## config.mk

```make
export PLATFORM = sky130hd
export DESIGN_NAME = lane_release_ctrl_flat
export DESIGN_NICKNAME = d
export VERILOG_FILES = /design/src/rtl/lane_release_ctrl_pkg.sv /design/src/rtl/lane_release_ctrl_if.sv /design/src/rtl/lane_release_ctrl_lmfc_gen.sv /design/src/rtl/lane_release_ctrl.sv /design/src/flat_wrapper.sv
export SDC_FILE = /design/constraint.sdc
export NUM_CORES = 1
export LEC_CHECK = 0
export ABC_AREA = 1
export CORE_UTILIZATION = 55
export CTS_BUF_LIST = sky130_fd_sc_hd__clkbuf_4 sky130_fd_sc_hd__clkbuf_8
export DETAILED_ROUTE_END_ITERATION = 10
export HOLD_SLACK_MARGIN = 0.08
export PLACE_DENSITY = 0.81
export SLEW_MARGIN = 40
export SYNTH_ARGS = -nofsm -noshare
export SYNTH_HDL_FRONTEND = slang
export SYNTH_SLANG_ARGS = --single-unit
```

## constraint.sdc

```tcl
create_clock -name clk_i -period 1.85 [get_ports clk_i]
set_input_delay 0.185 -clock clk_i [delete_from_list [all_inputs] [get_ports clk_i]]
set_output_delay 0.185 -clock clk_i [all_outputs]
set_load 0.05 [all_outputs]
```

## src/rtl/lane_release_ctrl_pkg.sv

```systemverilog
`default_nettype none
// +----------------------------------------------------------------------------+
// | Package  : jesd_rx_pkg                                                     |
// | Brief    : Shared types for the JESD204B RX buffer-release scheduler.      |
// | Revision : 1.0 - initial release                                           |
// +----------------------------------------------------------------------------+
package jesd_rx_pkg;

  localparam int unsigned LMFC_CNT_W = 8;

  typedef enum logic [1:0] {
    ST_IDLE      = 2'd0,
    ST_WAIT_ILAS = 2'd1,
    ST_WAIT_RBD  = 2'd2,
    ST_RELEASED  = 2'd3
  } rel_state_e;

endpackage
`default_nettype wire

```

## src/rtl/lane_release_ctrl_if.sv

```systemverilog
`default_nettype none
// +----------------------------------------------------------------------------+
// | Interface : lane_release_ctrl_if                                           |
// | Brief     : Per-lane control/status between link FSM, lanes and scheduler. |
// | Revision  : 1.0 - initial release                                          |
// +----------------------------------------------------------------------------+
interface lane_release_ctrl_if #(
  parameter int L = 1
) ();
  logic [L-1:0] lane_disable_i;
  logic [L-1:0] ifs_rst_i;
  logic [L-1:0] ilas_start_i;
  logic         buf_release_o;

  modport master (
    output lane_disable_i,
    output ifs_rst_i,
    output ilas_start_i,
    input  buf_release_o
  );

  modport slave (
    input  lane_disable_i,
    input  ifs_rst_i,
    input  ilas_start_i,
    output buf_release_o
  );
endinterface
`default_nettype wire

```

## src/rtl/lane_release_ctrl_lmfc_gen.sv

```systemverilog
`default_nettype none
// +----------------------------------------------------------------------------+
// | Module   : lmfc_gen                                                        |
// | Brief    : SYSREF-aligned LMFC counter with lock and off-phase detection.  |
// | Revision : 1.0 - initial release                                           |
// +----------------------------------------------------------------------------+
module lmfc_gen #(
  parameter int CNT_W = 8
) (
  input  logic             clk_i,
  input  logic             rst_i,
  input  logic [CNT_W-1:0] cfg_lmfc_period_i,
  input  logic             sysref_i,
  input  logic             realign_en_i,
  output logic [CNT_W-1:0] cnt_o,
  output logic             lmfc_clk_o,
  output logic             locked_o,
  output logic             sysref_err_o
);

  logic             r_sysref_q;
  logic [CNT_W-1:0] r_cnt;
  logic             r_locked;
  logic             r_sysref_err;
  logic             w_edge;
  logic             w_realign;
  logic             w_wrap;

  assign w_edge    = sysref_i & ~r_sysref_q;
  assign w_realign = w_edge & realign_en_i;
  assign w_wrap    = (r_cnt >= cfg_lmfc_period_i);

  always_ff @(posedge clk_i) begin
    if (rst_i) begin
      r_sysref_q   <= 1'b0;
      r_cnt        <= '0;
      r_locked     <= 1'b0;
      r_sysref_err <= 1'b0;
    end else begin
      r_sysref_q <= sysref_i;
      if (w_realign || w_wrap) begin
        r_cnt <= '0;
      end else begin
        r_cnt <= r_cnt + {{(CNT_W-1){1'b0}}, 1'b1};
      end
      if (w_realign) begin
        r_locked <= 1'b1;
      end
      // Once realign is closed, a healthy SYSREF lands on the last count of a period.
      if (w_edge && !realign_en_i && (r_cnt != cfg_lmfc_period_i)) begin
        r_sysref_err <= 1'b1;
      end
    end
  end

  assign cnt_o        = r_cnt;
  // The counter free-runs from reset; ticks are only meaningful once aligned.
  assign lmfc_clk_o   = r_locked & (r_cnt == '0);
  assign locked_o     = r_locked;
  assign sysref_err_o = r_sysref_err;

endmodule
`default_nettype wire

```

## src/rtl/lane_release_ctrl.sv

```systemverilog
`default_nettype none
// +----------------------------------------------------------------------------+
// | Module   : lane_release_ctrl                                               |
// | Brief    : Releases all RX lane buffers together at a fixed LMFC phase.    |
// | Revision : 1.0 - initial release                                           |
// +----------------------------------------------------------------------------+
module lane_release_ctrl
  import jesd_rx_pkg::*;
#(
  parameter int L     = 1,
  parameter int CNT_W = LMFC_CNT_W
) (
  input  logic                 clk_i,
  input  logic                 rst_i,
  input  logic [CNT_W-1:0]     cfg_lmfc_period_i,
  input  logic [CNT_W-1:0]     cfg_rbd_i,
  input  logic                 sysref_i,
  lane_release_ctrl_if.slave   lane_if,
  output logic                 lmfc_clk_o,
  output logic                 lmfc_locked_o,
  output logic                 sysref_err_o,
  output logic                 align_err_o
);

  rel_state_e       r_state, w_state_d;
  logic [L-1:0]     r_arrived, w_arrived_d, w_arr_next, w_lane_en;
  logic [CNT_W:0]   r_skew, w_skew_d, w_skew_limit;
  logic             r_align_err, w_align_err_d;
  logic             r_rbd_entry;
  logic [CNT_W-1:0] w_cnt;
  logic             w_ifs_block, w_all_arrived, w_skew_expired, w_rbd_hit;

  lmfc_gen #(.CNT_W(CNT_W)) u_lmfc_gen (
    .clk_i             (clk_i),
    .rst_i             (rst_i),
    .cfg_lmfc_period_i (cfg_lmfc_period_i),
    .sysref_i          (sysref_i),
    .realign_en_i      (r_state == ST_IDLE),
    .cnt_o             (w_cnt),
    .lmfc_clk_o        (lmfc_clk_o),
    .locked_o          (lmfc_locked_o),
    .sysref_err_o      (sysref_err_o)
  );

  assign w_lane_en      = ~lane_if.lane_disable_i;
  assign w_ifs_block    = |(lane_if.ifs_rst_i & w_lane_en);
  assign w_arr_next     = r_arrived | (lane_if.ilas_start_i & w_lane_en);
  assign w_all_arrived  = &(w_arr_next | lane_if.lane_disable_i);
  assign w_skew_limit   = {1'b0, cfg_lmfc_period_i} + {{CNT_W{1'b0}}, 1'b1};
  assign w_skew_expired = (r_skew == w_skew_limit);
  // The entry cycle is excluded so a phase match there costs a full period.
  assign w_rbd_hit      = (w_cnt == cfg_rbd_i) && !r_rbd_entry;

  always_comb begin
    w_state_d     = r_state;
    w_arrived_d   = r_arrived;
    w_skew_d      = r_skew;
    w_align_err_d = r_align_err;
    case (r_state)
      ST_IDLE: begin
        if (lmfc_locked_o && !w_ifs_block) w_state_d = ST_WAIT_ILAS;
      end
      ST_WAIT_ILAS: begin
        w_arrived_d = w_arr_next;
        if (|w_arr_next) w_skew_d = r_skew + {{CNT_W{1'b0}}, 1'b1};
        if (w_all_arrived) begin
          w_state_d = ST_WAIT_RBD;
        end else if (w_skew_expired) begin
          w_align_err_d = 1'b1;
          w_state_d     = ST_IDLE;
        end
      end
      ST_WAIT_RBD: begin
        if (w_rbd_hit) w_state_d = ST_RELEASED;
      end
      ST_RELEASED: begin
        w_state_d = ST_RELEASED;
      end
      default: begin
        w_state_d = ST_IDLE;
      end
    endcase
    // An enabled lane in IFS reset overrides every other transition.
    if ((r_state != ST_IDLE) && w_ifs_block) begin
      w_state_d     = ST_IDLE;
      w_align_err_d = r_align_err;
    end
    if (w_state_d == ST_IDLE) begin
      w_arrived_d = '0;
      w_skew_d    = '0;
    end
  end

  always_ff @(posedge clk_i) begin
    if (rst_i) begin
      r_state     <= ST_IDLE;
      r_arrived   <= '0;
      r_skew      <= '0;
      r_align_err <= 1'b0;
      r_rbd_entry <= 1'b0;
    end else begin
      r_state     <= w_state_d;
      r_arrived   <= w_arrived_d;
      r_skew      <= w_skew_d;
      r_align_err <= w_align_err_d;
      r_rbd_entry <= (w_state_d == ST_WAIT_RBD) && (r_state != ST_WAIT_RBD);
    end
  end

  assign lane_if.buf_release_o = (r_state == ST_RELEASED);
  assign align_err_o           = r_align_err;

endmodule
`default_nettype wire
```

## src/flat_wrapper.sv

```systemverilog
// flat-port wrapper written by rule: the top's interface ports become plain ports
module lane_release_ctrl_flat import jesd_rx_pkg::*;
#(
  parameter int L     = 1,
  parameter int CNT_W = LMFC_CNT_W
)
  (clk_i, rst_i, cfg_lmfc_period_i, cfg_rbd_i, sysref_i, lmfc_clk_o, lmfc_locked_o, sysref_err_o, align_err_o, lane_if_lane_disable_i, lane_if_ifs_rst_i, lane_if_ilas_start_i, lane_if_buf_release_o);
  lane_release_ctrl_if #(.L(L)) lane_if_i ();
  input  logic clk_i;
  input  logic rst_i;
  input  logic [CNT_W-1:0] cfg_lmfc_period_i;
  input  logic [CNT_W-1:0] cfg_rbd_i;
  input  logic sysref_i;
  output logic lmfc_clk_o;
  output logic lmfc_locked_o;
  output logic sysref_err_o;
  output logic align_err_o;
  input wire logic [$bits(lane_if_i.lane_disable_i)-1:0] lane_if_lane_disable_i;
  input wire logic [$bits(lane_if_i.ifs_rst_i)-1:0] lane_if_ifs_rst_i;
  input wire logic [$bits(lane_if_i.ilas_start_i)-1:0] lane_if_ilas_start_i;
  output wire logic [$bits(lane_if_i.buf_release_o)-1:0] lane_if_buf_release_o;
  assign lane_if_i.lane_disable_i = lane_if_lane_disable_i;
  assign lane_if_i.ifs_rst_i = lane_if_ifs_rst_i;
  assign lane_if_i.ilas_start_i = lane_if_ilas_start_i;
  assign lane_if_buf_release_o = lane_if_i.buf_release_o;
  lane_release_ctrl #(.L(L), .CNT_W(CNT_W)) u_core (.clk_i(clk_i), .rst_i(rst_i), .cfg_lmfc_period_i(cfg_lmfc_period_i), .cfg_rbd_i(cfg_rbd_i), .sysref_i(sysref_i), .lane_if(lane_if_i), .lmfc_clk_o(lmfc_clk_o), .lmfc_locked_o(lmfc_locked_o), .sysref_err_o(sysref_err_o), .align_err_o(align_err_o));
endmodule
```

# Word-level counts from Yosys, hierarchy flattened
# Index checks and enable logic that the tools add are counted.
op_classes:
  n_mux: 6
  multipliers: 0
  n_reduce_logical: 18
  n_div: 0
  eq_ne: 8
  n_bitwise: 11
  shift: 0
  add_sub_neg: 3
  magnitude_cmp: 1
ops:
  columns: ["operator", "n"]
  rows:
  - ["2-to-1 mux 2 bit", 5]
  - ["adder 8 x 1 -> 9 bit (second input constant)", 1]
  - ["adder 9 x 1 -> 9 bit (second input constant)", 1]
  - ["== test 9 bit", 1]
  - ["adder 8 x 1 -> 8 bit (second input constant)", 1]
  - ["== test 8 bit", 1]
  - ["greater-or-equal comparator 8 bit", 1]
  - ["zero test 8 bit", 1]
  - ["!= test 8 bit", 1]
  - ["case mux 2 bit (4 select lines)", 1]
  - ["== test 2 bit (second input constant)", 3]
  - ["logical AND 1 bit", 6]
  - ["AND 1 bit", 5]
  - ["zero test 2 bit", 2]
  - ["NOT 1 bit", 4]
  - ["AND reduction 4 bit", 1]
  - ["OR reduction 2 bit", 2]
  - ["zero test 1 bit", 3]
  - ["== test 2 x 1 -> 1 bit (second input constant)", 1]
  - ["!= test 2 bit (second input constant)", 1]
  - ["bitwise OR 1 bit", 2]
  - ["AND reduction 2 bit", 1]
  - ["nonzero test 2 bit", 1]
  - ["logical OR 1 bit", 1]
totals:
  word_cells: 56
  latch_bits: 0
  out_inout_bits: 5
  in_bits: 22
  ff_bits: 25
  n_memories: 0
  romBits: 0
  mem_bits_rw: 0

# Depth between registers and ports, before layout
depth:
  ltp_word: 9
  ltp_mapped: 13

# Modules after synthesis
# Synthesis repeated with hierarchy kept, for this count alone.
unflattened:
  hier_cells: 272
  area_unflattened_um2: 1805.5
modules_own_cells:
  columns: ["module", "cells_per_inst", "area_per_inst_um2", "instances"]
  rows:
  - ["lane_release_ctrl", 179, 1109.8, 1]
  - ["lmfc_gen", 93, 695.7, 1]

# Least setup slack after synthesis
# Ideal clock, no wire load.
synth_path:
  kind: "reg2out"
  start: "register u_core.u_lmfc_gen.r_locked, in the netlist u_core.u_lmfc_gen.locked_o"
  end: "output lmfc_clk_o"
  arrival_time_ns: 2.255
  path_slack_ns: -0.590
  stages_incl_launch_ff: 3
  path_cell_list: "dfxtp_1 > nand4_1 > nor4_1"
synth_between:
  elab_chain_cells: 1
synth_rtl:
  columns: ["element", "line", "source"]
  rows:
  - ["start, declared", "lane_release_ctrl_lmfc_gen.sv:23", "logic r_locked;"]
  - ["start signal, assigned", "lane_release_ctrl_lmfc_gen.sv:37", "r_locked <= 1'b0;"]
  - ["start signal, assigned", "lane_release_ctrl_lmfc_gen.sv:47", "r_locked <= 1'b1;"]
  - ["AND 1 bit", "lane_release_ctrl_lmfc_gen.sv:58", "assign lmfc_clk_o = r_locked & (r_cnt == '0);"]
  - ["end, declared", "flat_wrapper.sv:14", "output logic lmfc_clk_o;"]
# No other way between the ends.

# Final worst setup path
layout_path:
  start: "register u_core.u_lmfc_gen.r_locked, in the netlist u_core.u_lmfc_gen.locked_o"
  end: "output lmfc_locked_o"
layout_rtl:
  columns: ["element", "line", "source"]
  rows:
  - ["end, declared", "flat_wrapper.sv:15", "output logic lmfc_locked_o;"]
# No word-level cell between the ends.

==> metrics.yaml <==
run_status:
  status: "finished clean"
cells_and_area:
  final_cell_area_um2: 2235
  antennaDiodeCount: 0
  fillers: 257
  final_core_util: 0.7380
  area_delta_synth_final_pct: 27.85
  layout-drive-gt1-share: 0.1039
  nets: 343
yosys:
  syn_nets: 298
  yosysMostFrequentCell: "nand2_1"
  yosys_warnings: 0
  async_reset_ff_frac: 0
  synthMuxAreaShare: 0
  syn_area_um2: 1748
  ys_types: 27
  synth-edff-count: 0
  synth_xor_xnor_area_share: 0.09019
  yosysTopAreaCellShare: 0.2863
  synth_seq_area_share: 0.2863
  synthSimpleGateAreaFrac: 0.3422
  yosysTopAreaCell: "dfxtp_1"
  synth_cells: 264
  synth_common_cells: "60 x nand2_1, 45 x inv_1, 33 x nor2_1, 25 x dfxtp_1, 18 x a21oi_1"
  synthAdderAreaFrac: 0.08590
  yosys_most_used_dff: "dfxtp_1"
  avgSynthCellArea_um2: 6.621
  synth_top_family_by_area: "simple AND/OR/NAND/NOR gates"
  ys_top_cells_by_area: "dfxtp_1 29%, nand2_1 13%, inv_1 9.7%"
  synth_compound_area_frac: 0.08590
  ys_seq_elements: 25
setup_path:
  r2r_start: "u_core.u_lmfc_gen.cnt_o[2]"
  critPathLaunchType: "register"
  crit_fanout: 4
  startpoint: "u_core.u_lmfc_gen.locked_o"
  required_ps: 1660
  crit_slowest_cell: "clkdlybuf4s50_1"
  crit_type: "reg -> out"
  max_stage_delay_ps: 830
  arrival_ps: 1570
  crit_path_end_kind: "output port"
  crit_chain: "clkdlybuf4s50_1"
  critPathBufInv: 1
  critPathTopFamily: "buffers and inverters"
routing:
  drtAntennaViolNets: 0
  wl_per_cell_um: 11.07
  vias: 1730
  drc: 0
  drtIter0Drc: 81
  firstDrtPassIters: 5
  vias_per_cell: 4.915
  drt_wl_total_mm: 3.898
power_and_ir_drop:
  p_per_area_nw_per_um2: 500.8
  p_total_mw: 1.119
  power.leakage_nw: 1.024
  irDropWorstVdd_mv: 0.4043
placed_design:
  place.port_buffers: 26
  gp_congestion: 0.8100
  place_hpwl_mm: 3.161
  placed_cell_area_um2: 2190
  dp_slack_ps: -261.2
clock_tree:
  clock_latency_ps: 320
  hold_buffers: 0
  numCtsBuffers: 3
  cts_tree: "built"
  clock_sinks: 25
  clk_pin_slew_ps: 140
  postCtsSetupRepairBufs: 0
  h-tree-depth: 1
  cts_buffer_depth: 2
  clockRootBuffer: "clkbuf_4"
floorplan:
  start_util: 0.5773
  die_y_um: 58.38
  io_pins: 27
  die_w_um: 58.38
  rows: 20
  dieArea_um2: 3408
  core_area_um2: 3028
global_route:
  antenna_found_initial: 0
  grt_pass1_wl_mm: 6.486
  grt_usage: 0.2505
  gr-total-overflow: 0
  grt_max_degree: 14
  first_global_vias: 1547
sta:
  fin_crit_ps: 1757
  maxSlewHeadroom: 0.6702
  max_freq_mhz: 569.0
  rsz0062_at_grt: "yes"
  hold_viol_final: 0
  post-route-period-util: 0.9499
  report.final.setup_viol: 0
  timing.final.ws_setup_ps: 92.66
  drv_slew: 0
  skew_ps: 15.43
  worst_slew_pin_slew_ps: 493.1
hold_path:
  min_path_type: "in -> reg"
  min-delay-start: "sysref_i"
job:
  cap_violations: 0
==> where the power goes <==
group	switching, mW	internal [mW]	leakage, nW	total (mW)
Clock	0.161	0.0990	0.0184	0.260
Sequential	0.0148	0.553	0.203	0.568
Combinational	0.155	0.137	0.803	0.292
==> cells by family (layout without fill, tap and decap cells) <==
logic type / after synthesis / count (layout)
AO/OA/AOI/OAI: 27 / 27
flip-flops: 25 / 25
AND/OR/NAND/NOR: 133 / 133
buffers and inverters: 49 / 93
adder cells (fa/ha/maj): 12 / 12
XOR/XNOR: 18 / 18
==> cells in the final DEF (no fill, tap or decap) <==
cell	n
clkbuf_4	4
nand3_4	1
nor3_2	2
buf_4	15
a21oi_1	18
xor2_1	11
xnor2_1	7
buf_12	1
inv_2	2
dfxtp_1	25
o21bai_1	1
o21a_1	1
clkdlybuf4s50_1	24
nor3b_1	2
ha_2	1
o41ai_1	1
nand2_2	2
nand3_1	15
dlymetal6s2s_1	1
inv_1	45
clkinv_1	1
nand3b_1	2
o21bai_2	1
or2_1	1
nand4_1	5
nand2_1	59
nor4_1	1
nor3_1	7
nor2_4	2
nor4_4	1
o21ai_0	5
ha_1	11
nor2_1	33
==> state kept, by name, summed over array words and instances (netlist names) <==
name                            cells
u_core.r_skew                       9
u_core.r_rbd_entry                  1
u_core.u_lmfc_gen.cnt_o             8
u_core.u_lmfc_gen.locked_o          1
u_core.u_lmfc_gen.r_sysref_q        1
u_core.align_err_o                  1
u_core.u_lmfc_gen.sysref_err_o      1
u_core.r_state                      2
u_core.r_arrived                    1
==> worst paths after layout <==
check	endpoint	slack (ps)	depth (start not counted)
max reg2reg	u_core.r_skew[5]	140	8
max	lmfc_locked_o	90	1
min reg2reg	u_core.align_err_o	480	2
min	u_core.u_lmfc_gen.r_sysref_q	400	3
==> area by class of cell <==
cell class | count | area [um^2] | area share
Clock buffer | 4 | 30.03 | 0.01344
Inverter | 48 | 180.2 | 0.08063
Multi-Input combinational cell | 190 | 1084 | 0.4849
Sequential cell | 25 | 500.5 | 0.2240
Tap cell | 44 | 55.05 | 0.02464
Timing Repair Buffer | 41 | 385.4 | 0.1725
==> through the flow <==
step | hold slack, ps | instances | TNS, ps
2_1_floorplan | 257.4 | 264 | 0
3_3_place_gp | 448.1 | 348 | -2819
3_5_place_dp | 447.3 | 348 | -3334
4_1_cts | 402.2 | 352 | 0
5_1_grt | 466.4 | 352 | -9.610
6_report | 399.3 | 352 | 0
==> routing by layer <==
layer / global-route usage / vias up / share of wire
met3: 0.03516 / 7 / 0.043
met1: 0.3389 / 757 / 0.50
met2: 0.4089 / 44 / 0.45
met4: 0.09184 / 0 / 0.015
met5: 0 / - / 0
li1: - / 922 / -
==> worst reg2reg max path, cell delays in order (launching register included) <==
cell and delay, ps:
dfxtp_1 500, nor2_1 90, nor3_1 330, nand3_1 120, nor2_1 130, nor2_1 60, nand2_2 90, nand3_4 140
a21oi_1 170
==> timing repair <==
item	in CTS	in global routing
setup endpoints to repair	0	13
hold endpoints to repair	0	0
gates resized for setup	0	4
(Power assumes the default switching activity.)
